## config.mk

```make
export PLATFORM = sky130hd
export DESIGN_NAME = extend_pipe
export DESIGN_NICKNAME = d
export VERILOG_FILES = /design/src/rtl/extend_pipe.sv
export SDC_FILE = /design/constraint.sdc
export NUM_CORES = 1
export LEC_CHECK = 0
export BUFFER_PORTS_ARGS = -buffer_cell sky130_fd_sc_hd__buf_4
export CORE_ASPECT_RATIO = 1.25
export CORE_MARGIN = 2
export CORE_UTILIZATION = 51
export CTS_BUF_LIST = sky130_fd_sc_hd__clkbuf_8 sky130_fd_sc_hd__clkbuf_16
export CTS_CLUSTER_DIAMETER = 80
export DETAILED_ROUTE_END_ITERATION = 12
export PLACE_DENSITY = 0.81
export SLEW_MARGIN = 20
export SYNTH_ARGS = -nofsm -noshare
export SYNTH_HDL_FRONTEND = slang
export SYNTH_SLANG_ARGS = --single-unit
```

## constraint.sdc

```tcl
create_clock -name clk -period 3.6 [get_ports clk]
set_clock_uncertainty 0.15 [all_clocks]
set_input_delay 0.36 -clock clk [delete_from_list [all_inputs] [get_ports clk]]
set_output_delay 0.36 -clock clk [all_outputs]
set_load 0.01 [all_outputs]
```

## src/rtl/extend_pipe.sv

```systemverilog
// rtl/extend_pipe.sv - two-stage immediate extender with valid/ready, flush and reserved-mode flag
module extend_pipe #(
  parameter int WIDTH = 32
) (
  input  logic             clk,
  input  logic             reset_n,
  input  logic             in_valid,
  output logic             in_ready,
  input  logic [23:0]      Instr,
  input  logic [2:0]       ImmSrc,
  input  logic             SignExtend,
  input  logic             CarryIn,
  input  logic             flush,
  output logic             out_valid,
  input  logic             out_ready,
  output logic [WIDTH-1:0] out_imm,
  output logic             out_carry,
  output logic             out_err
);

  logic        s1_valid;
  logic        s2_valid;
  logic [31:0] s1_val;
  logic [4:0]  s1_rot;
  logic        s1_fill;
  logic        s1_cin;
  logic        s1_use_rot;
  logic        s1_err;

  logic        s2_adv;
  logic        s1_adv;
  logic        accept;

  logic [31:0] d_val;
  logic [4:0]  d_rot;
  logic        d_fill;
  logic        d_use_rot;
  logic        d_err;
  logic        d_sx;

  logic [31:0]      rot32;
  logic             rot_carry;
  logic [WIDTH-1:0] ext;

  assign s2_adv    = out_ready | ~s2_valid;
  assign s1_adv    = s1_valid & s2_adv;
  assign in_ready  = reset_n & ~flush & (~s1_valid | s1_adv);
  assign accept    = in_valid & in_ready;
  assign out_valid = s2_valid;

  // Stage 1 decode: every mode except 000 is fully formed in 32 bits here, rot stays 0
  always_comb begin
    d_val     = 32'd0;
    d_rot     = 5'd0;
    d_fill    = 1'b0;
    d_use_rot = 1'b0;
    d_err     = 1'b0;
    d_sx      = SignExtend & Instr[11];
    case (ImmSrc)
      3'b000: begin
        d_val     = {24'd0, Instr[7:0]};
        d_rot     = {Instr[11:8], 1'b0};
        d_use_rot = 1'b1;
      end
      3'b001: d_val = {20'd0, Instr[11:0]};
      3'b010: begin
        d_val  = {{20{d_sx}}, Instr[11:0]};
        d_fill = d_sx;
      end
      3'b011: begin
        d_val  = {{6{Instr[23]}}, Instr, 2'b00};
        d_fill = Instr[23];
      end
      3'b100: begin
        d_val  = {{24{d_sx}}, Instr[11:8], Instr[3:0]};
        d_fill = d_sx;
      end
      default: d_err = 1'b1;
    endcase
  end

  // A zero rotate shifts the left term by 32, which yields 0 and leaves s1_val intact
  assign rot32     = (s1_val >> s1_rot) | (s1_val << (6'd32 - {1'b0, s1_rot}));
  assign rot_carry = (s1_use_rot && s1_rot != 5'd0) ? rot32[31] : s1_cin;

  generate
    if (WIDTH > 32) begin : g_wide
      assign ext = {{(WIDTH-32){s1_fill}}, rot32};
    end else begin : g_narrow
      assign ext = rot32;
    end
  endgenerate

  always_ff @(posedge clk or negedge reset_n) begin
    if (!reset_n) begin
      s1_valid   <= 1'b0;
      s2_valid   <= 1'b0;
      s1_val     <= 32'd0;
      s1_rot     <= 5'd0;
      s1_fill    <= 1'b0;
      s1_cin     <= 1'b0;
      s1_use_rot <= 1'b0;
      s1_err     <= 1'b0;
      out_imm    <= '0;
      out_carry  <= 1'b0;
      out_err    <= 1'b0;
    end else begin
      if (flush)       s1_valid <= 1'b0;
      else if (accept) s1_valid <= 1'b1;
      else if (s1_adv) s1_valid <= 1'b0;

      if (flush)       s2_valid <= 1'b0;
      else if (s2_adv) s2_valid <= s1_valid;

      if (accept) begin
        s1_val     <= d_val;
        s1_rot     <= d_rot;
        s1_fill    <= d_fill;
        s1_cin     <= CarryIn;
        s1_use_rot <= d_use_rot;
        s1_err     <= d_err;
      end

      if (s1_adv && !flush) begin
        out_imm   <= ext;
        out_carry <= rot_carry;
        out_err   <= s1_err;
      end
    end
  end

endmodule
```

# Yosys cells after proc, flatten, opt, wreduce, memory -nomap -nowiden
# Cells that the tools add are included.
# totals
rom_bits,0
inputBits,34
ram_bits,0
latchBits,0
out_inout_bits,36
memories,0
elab_cells,46
regBits,76
# op_classes
n_shift,2
bitwise_logic,11
reduce_logical,8
order_cmp,0
muxes,10
multipliers,0
n_addsub,1
n_eq_ne,4
div_mod_pow,0
# op_table
operator,n
case mux 32 bit (5 select lines),1
bitwise OR 32 bit,1
left shift 32 x 6 -> 32 bit,1
>> shifter 32 x 5 -> 32 bit,1
two-way mux 1 bit,8
equality test 3 x 2 -> 1 bit (second input constant),2
subtractor 6 x 5 -> 6 bit (first input constant),1
AND 1 bit,5
two-way mux 5 bit,1
nonzero test 5 bit,1
OR reduction 5 bit,1
equality test 3 x 1 -> 1 bit (second input constant),1
equality test 3 bit (second input constant),1
zero test 3 bit,1
NOT 1 bit,3
nonzero test 3 bit,1
logical AND 1 bit,2
bitwise OR 1 bit,2
nonzero test 2 bit,1
zero test 1 bit,1

# Logic depth before layout (Yosys ltp)
# depth
word_depth,8
ltp_mapped,12
mapped_depth_nobuf,7

# Worst setup path before layout
# Ideal clock, no wire load.
# synth_path
kind,register to register
from,register s1_rot[1]
to,register out_imm[18]
setup_ns,0.125
t_arrival_ns,2.426
stages_incl_launch_ff,12
required_time_ns,3.325
path_buffers,5
slack_ns,0.899
synth_period_minus_slack_ns,2.701
path_cell_list,dfrtp_1 -> buf_6 -> buf_6 -> inv_2 -> buf_6 -> ha_1 -> buf_2 -> clkbuf_1 -> mux4_2 -> mux2i_1 -> o221ai_1 -> mux2_2
# synth_via
elab_chain_len,3
word_cells_on_any_way,4
cone_classes,1 x add/sub; 2 x shift; 1 x bitwise
# synth_lines
element,line,rtl
"start, declared",24,logic [4:0] s1_rot;
"start signal, assigned",117,s1_rot <= d_rot;
subtractor 6 x 5 -> 6 bit,83,"assign rot32 = (s1_val >> s1_rot) | (s1_val << (6'd32 - {1'b0, s1_rot}));"
left shift 32 x 6 -> 32 bit,83,
bitwise OR 32 bit *,83,
"end signal, assigned",125,out_imm <= ext;
"end, declared",16,"output logic [WIDTH-1:0] out_imm,"
# Every way passes the cells marked *; elsewhere a longest branch is shown, timed or not.
# A chain may end at the register's enable or synchronous reset.

# Worst setup path in the final report
# layout_path
from,register s1_rot[1]
to,register out_carry
# layout_via
elab_chain_len,4
word_cells_on_any_way,7
cone_classes,1 x add/sub; 2 x shift; 1 x mux; 1 x bitwise; 2 x reduce/logical
# layout_lines
element,line,rtl
subtractor 6 x 5 -> 6 bit,83,
left shift 32 x 6 -> 32 bit,83,
bitwise OR 32 bit,83,
two-way mux 1 bit *,84,assign rot_carry = (s1_use_rot && s1_rot != 5'd0) ? rot32[31] : s1_cin;
"end signal, assigned",126,out_carry <= rot_carry;
"end, declared",17,"output logic out_carry,"
# Marked as above.

==> results.toml <==
[synthesis]
ys_types = 62
syn_nets = 623
synth-main-ff-cell = "dfrtp_1"
ys_seq_area_frac = 0.318
ys_ff_latch = 69
avgSynthCellArea_um2 = 9.23
ys_async_sr_fraction = 1.00
synthesis.area_mm2 = 0.00543
synthCells = 588
yosysWarnings = 0
synth_edf_count = 0

[critical_path]
critPathBufInv = 2
start_kind = "flip-flop"
startpoint = "s1_rot[1]"
crit_required_ns = 3.68
max_stage_delay_ns = 0.48
criticalPathCategory = "reg2reg"
regToRegStartpoint = "s1_rot[1]"
cp_top_family = "buffers and inverters"
slowest_stage = "ha_1"
critPathMaxFanout = 12
worstPathArrival_ns = 2.89
crit_path_cell_trace = "inv_2 -> ha_1 -> xor2_1 -> buf_4 -> mux2_2 -> nand2b_1 -> o21ai_0 -> o21a_1"
crit_path_end_kind = "flip-flop"

[timing]
holdWs_ns = 0.0394
setup_viol = 0
slew_violations = 0
hold_viol = 0
tightest_slew_ns = 0.962
rsz0062_at_grt = "no"
min_period_over_period = 0.780
setup_tns_ns = 0
slew_headroom = 0.358
fmax_ghz = 0.356
fin_crit_ns = 2.81

[placed_design]
gp_congestion = 0.943
port_buffers = 69
hpwl_mm = 11.9

[global_route]
grt_pass1_vias = 4853
grt_max_degree = 70
grt_overflow = 0
grt_usage = 0.311
grt_antenna_before_repair = 0
grt_first_pass_wirelength_mm = 27.0

[min_path]
hold_class = "in2reg"
min_from = "flush"

[clock_network]
cts_tree = "built"
insertion_delay_ns = 0.34
cts_num_sinks = 69
root_buffer = "clkbuf_16"
holdBufCountCts = 0
cts_buffers = 9
cts_resized = 0
cts.clk_slew.worst_paths_ns = 0.06
clock_path_buffers = 2
htree_levels = 3
postCtsSetupRepairBufs = 0

[floorplan]
core_mm2 = 0.0105
die_area_mm2 = 0.0115
initial_core_util = 0.519
die_y_um = 119
io_pins = 70
rows = 42
die_x_um = 96.3

[power]
vdd_drop_max_v = 0.000243
p_leak_nw = 2.49
power_density_mw_per_mm2 = 466

[drt]
vias = 5036
dr.pass1.iters = 5
via_per_inst = 6.61
ant_nets = 0
wl_per_cell_um = 22.1
wirelength_mm = 16.9
drtIter0Drc = 581
drc_errors = 0

[run]
cap_violations = 0

[cells_and_area]
drive_above_1_share = 0.251
diodes = 0
nets = 660
ff_latch_area_mm2 = 0.00173
fillers = 956
multi_input_area_mm2 = 0.00337
areaGrowthSynthToFinish_pct = 15.0

[outcome]
status = "finished clean"
## through the flow
step / cells / setup WS (ns) / util / cell area (um^2) / power [mW]
global route: 762 / 0.601 / 0.597 / 6240 / 3.06
finish: 762 / 0.794 / 0.597 / 6240 / 2.91
CTS: 762 / 0.809 / 0.597 / 6240 / 2.91
floorplan: 588 / 0.899 / - / 5430 / 1.62
global placement: 746 / 0.891 / 0.568 / 5940 / 1.99
detailed placement: 746 / 0.854 / 0.568 / 5940 / 2.01
## placed cells by master (no fill, tap or decap), types with 2 or more instances in the layout
master	instances
mux2_2	12
a311o_1	2
o32ai_1	2
dfrtp_1	68
a21boi_0	3
a211oi_1	3
o21ba_2	2
inv_1	9
nand2_1	75
nor4_1	2
buf_4	80
o21a_1	4
nor3_1	4
mux2i_1	42
o32a_1	5
buf_12	2
a22oi_1	9
o211ai_1	3
o22a_1	11
o21ai_0	53
o31ai_2	2
or2_2	3
a22o_1	9
clkinv_4	3
a21oi_1	49
a21o_1	2
nor2_1	45
nand2b_1	9
o221ai_1	2
a31oi_1	3
clkbuf_16	9
nor2b_1	7
nand3_1	5
clkinv_2	2
o22ai_1	11
and3_1	9
mux4_2	34
a221oi_1	6
## where the power goes
group	leakage [nW]	total (mW)	switching, mW	internal (mW)
Clock	0.150	0.903	0.364	0.540
Combinational	1.46	0.930	0.472	0.458
Sequential	0.877	1.08	0.167	0.909
## area by class of cell
cell class / instances / area share
well taps: 132 / 0.0265
clock buffers: 9 / 0.0361
multi-input cells: 452 / 0.539
flip-flops and latches: 69 / 0.277
clock inverters: 7 / 0.0120
repair buffers: 82 / 0.103
inverters: 11 / 0.00662
## worst register-to-register path, cell delays in order, from the launching register on
cell and delay (ns):
dfrtp_2 0.41, inv_2 0.22, ha_1 0.48, xor2_1 0.36, buf_4 0.27, mux2_2 0.36, nand2b_1 0.12, o21ai_0 0.13
o21a_1 0.20
## per-layer routing
metal	vias to the layer above	global-route usage	share of wire
met1	2412	0.419	0.40
li1	2277	-	-
met4	0	0.146	0.043
met3	47	0.0626	0.080
met5	-	0	0
met2	300	0.478	0.48
## worst paths after layout
kind,to,slack [ns],depth (start not counted)
worst min register to register,out_imm[23],0.33,2
worst max register to register,out_carry,0.79,8
worst max-delay path,out_carry,0.79,8
max in group asynchronous,s1_rot[1],2.56,2
worst min-delay path,out_valid,0.04,2
min in group asynchronous,out_imm[3],0.11,2
## registers in the layout (all words and copies together), names as in the netlist
name        count
s1_valid        1
s1_val         26
out_carry       1
s1_rot          4
out_valid       1
out_err         1
s1_use_rot      1
out_imm        32
s1_cin          1
s1_err          1
## logic make-up after synthesis
logic type | after synthesis | synth area share
DFF | 69 | 0.318
buffers and inverters | 67 | 0.0625
xor gates and xnor gates | 2 | 0.00323
AOI/OAI and AO/OA | 192 | 0.231
adders and majority gates | 1 | 0.00230
muxes | 89 | 0.246
and+or+nand+nor | 168 | 0.137
## cell usage after synthesis (2+ instances only)
cell | number | area [um^2]
a211oi_1 | 3 | 22.5
a21boi_0 | 3 | 22.5
a21o_1 | 2 | 15.0
a21oi_1 | 49 | 245
a221oi_1 | 6 | 52.6
a22o_1 | 9 | 78.8
a22oi_1 | 9 | 67.6
a311o_1 | 2 | 20.0
a31oi_1 | 3 | 18.8
and3_1 | 9 | 56.3
buf_2 | 13 | 65.1
buf_4 | 5 | 37.5
buf_6 | 7 | 78.8
clkbuf_1 | 31 | 116
dfrtp_1 | 69 | 1730
inv_1 | 9 | 33.8
mux2_2 | 12 | 135
mux2i_1 | 42 | 420
mux4_2 | 34 | 766
nand2_1 | 75 | 282
nand2b_1 | 9 | 56.3
nand3_1 | 5 | 25.0
nor2_1 | 46 | 173
nor2b_1 | 7 | 43.8
nor3_1 | 4 | 20.0
nor4_1 | 2 | 12.5
o211ai_1 | 3 | 22.5
o21a_1 | 4 | 30.0
o21ai_0 | 53 | 265
o21ba_2 | 2 | 20.0
o221ai_1 | 2 | 17.5
o22a_1 | 11 | 96.3
o22ai_1 | 11 | 68.8
o31ai_2 | 2 | 25.0
o32a_1 | 5 | 50.1
o32ai_1 | 2 | 17.5
or2_2 | 3 | 18.8
Power figures use the tool's default switching activity.
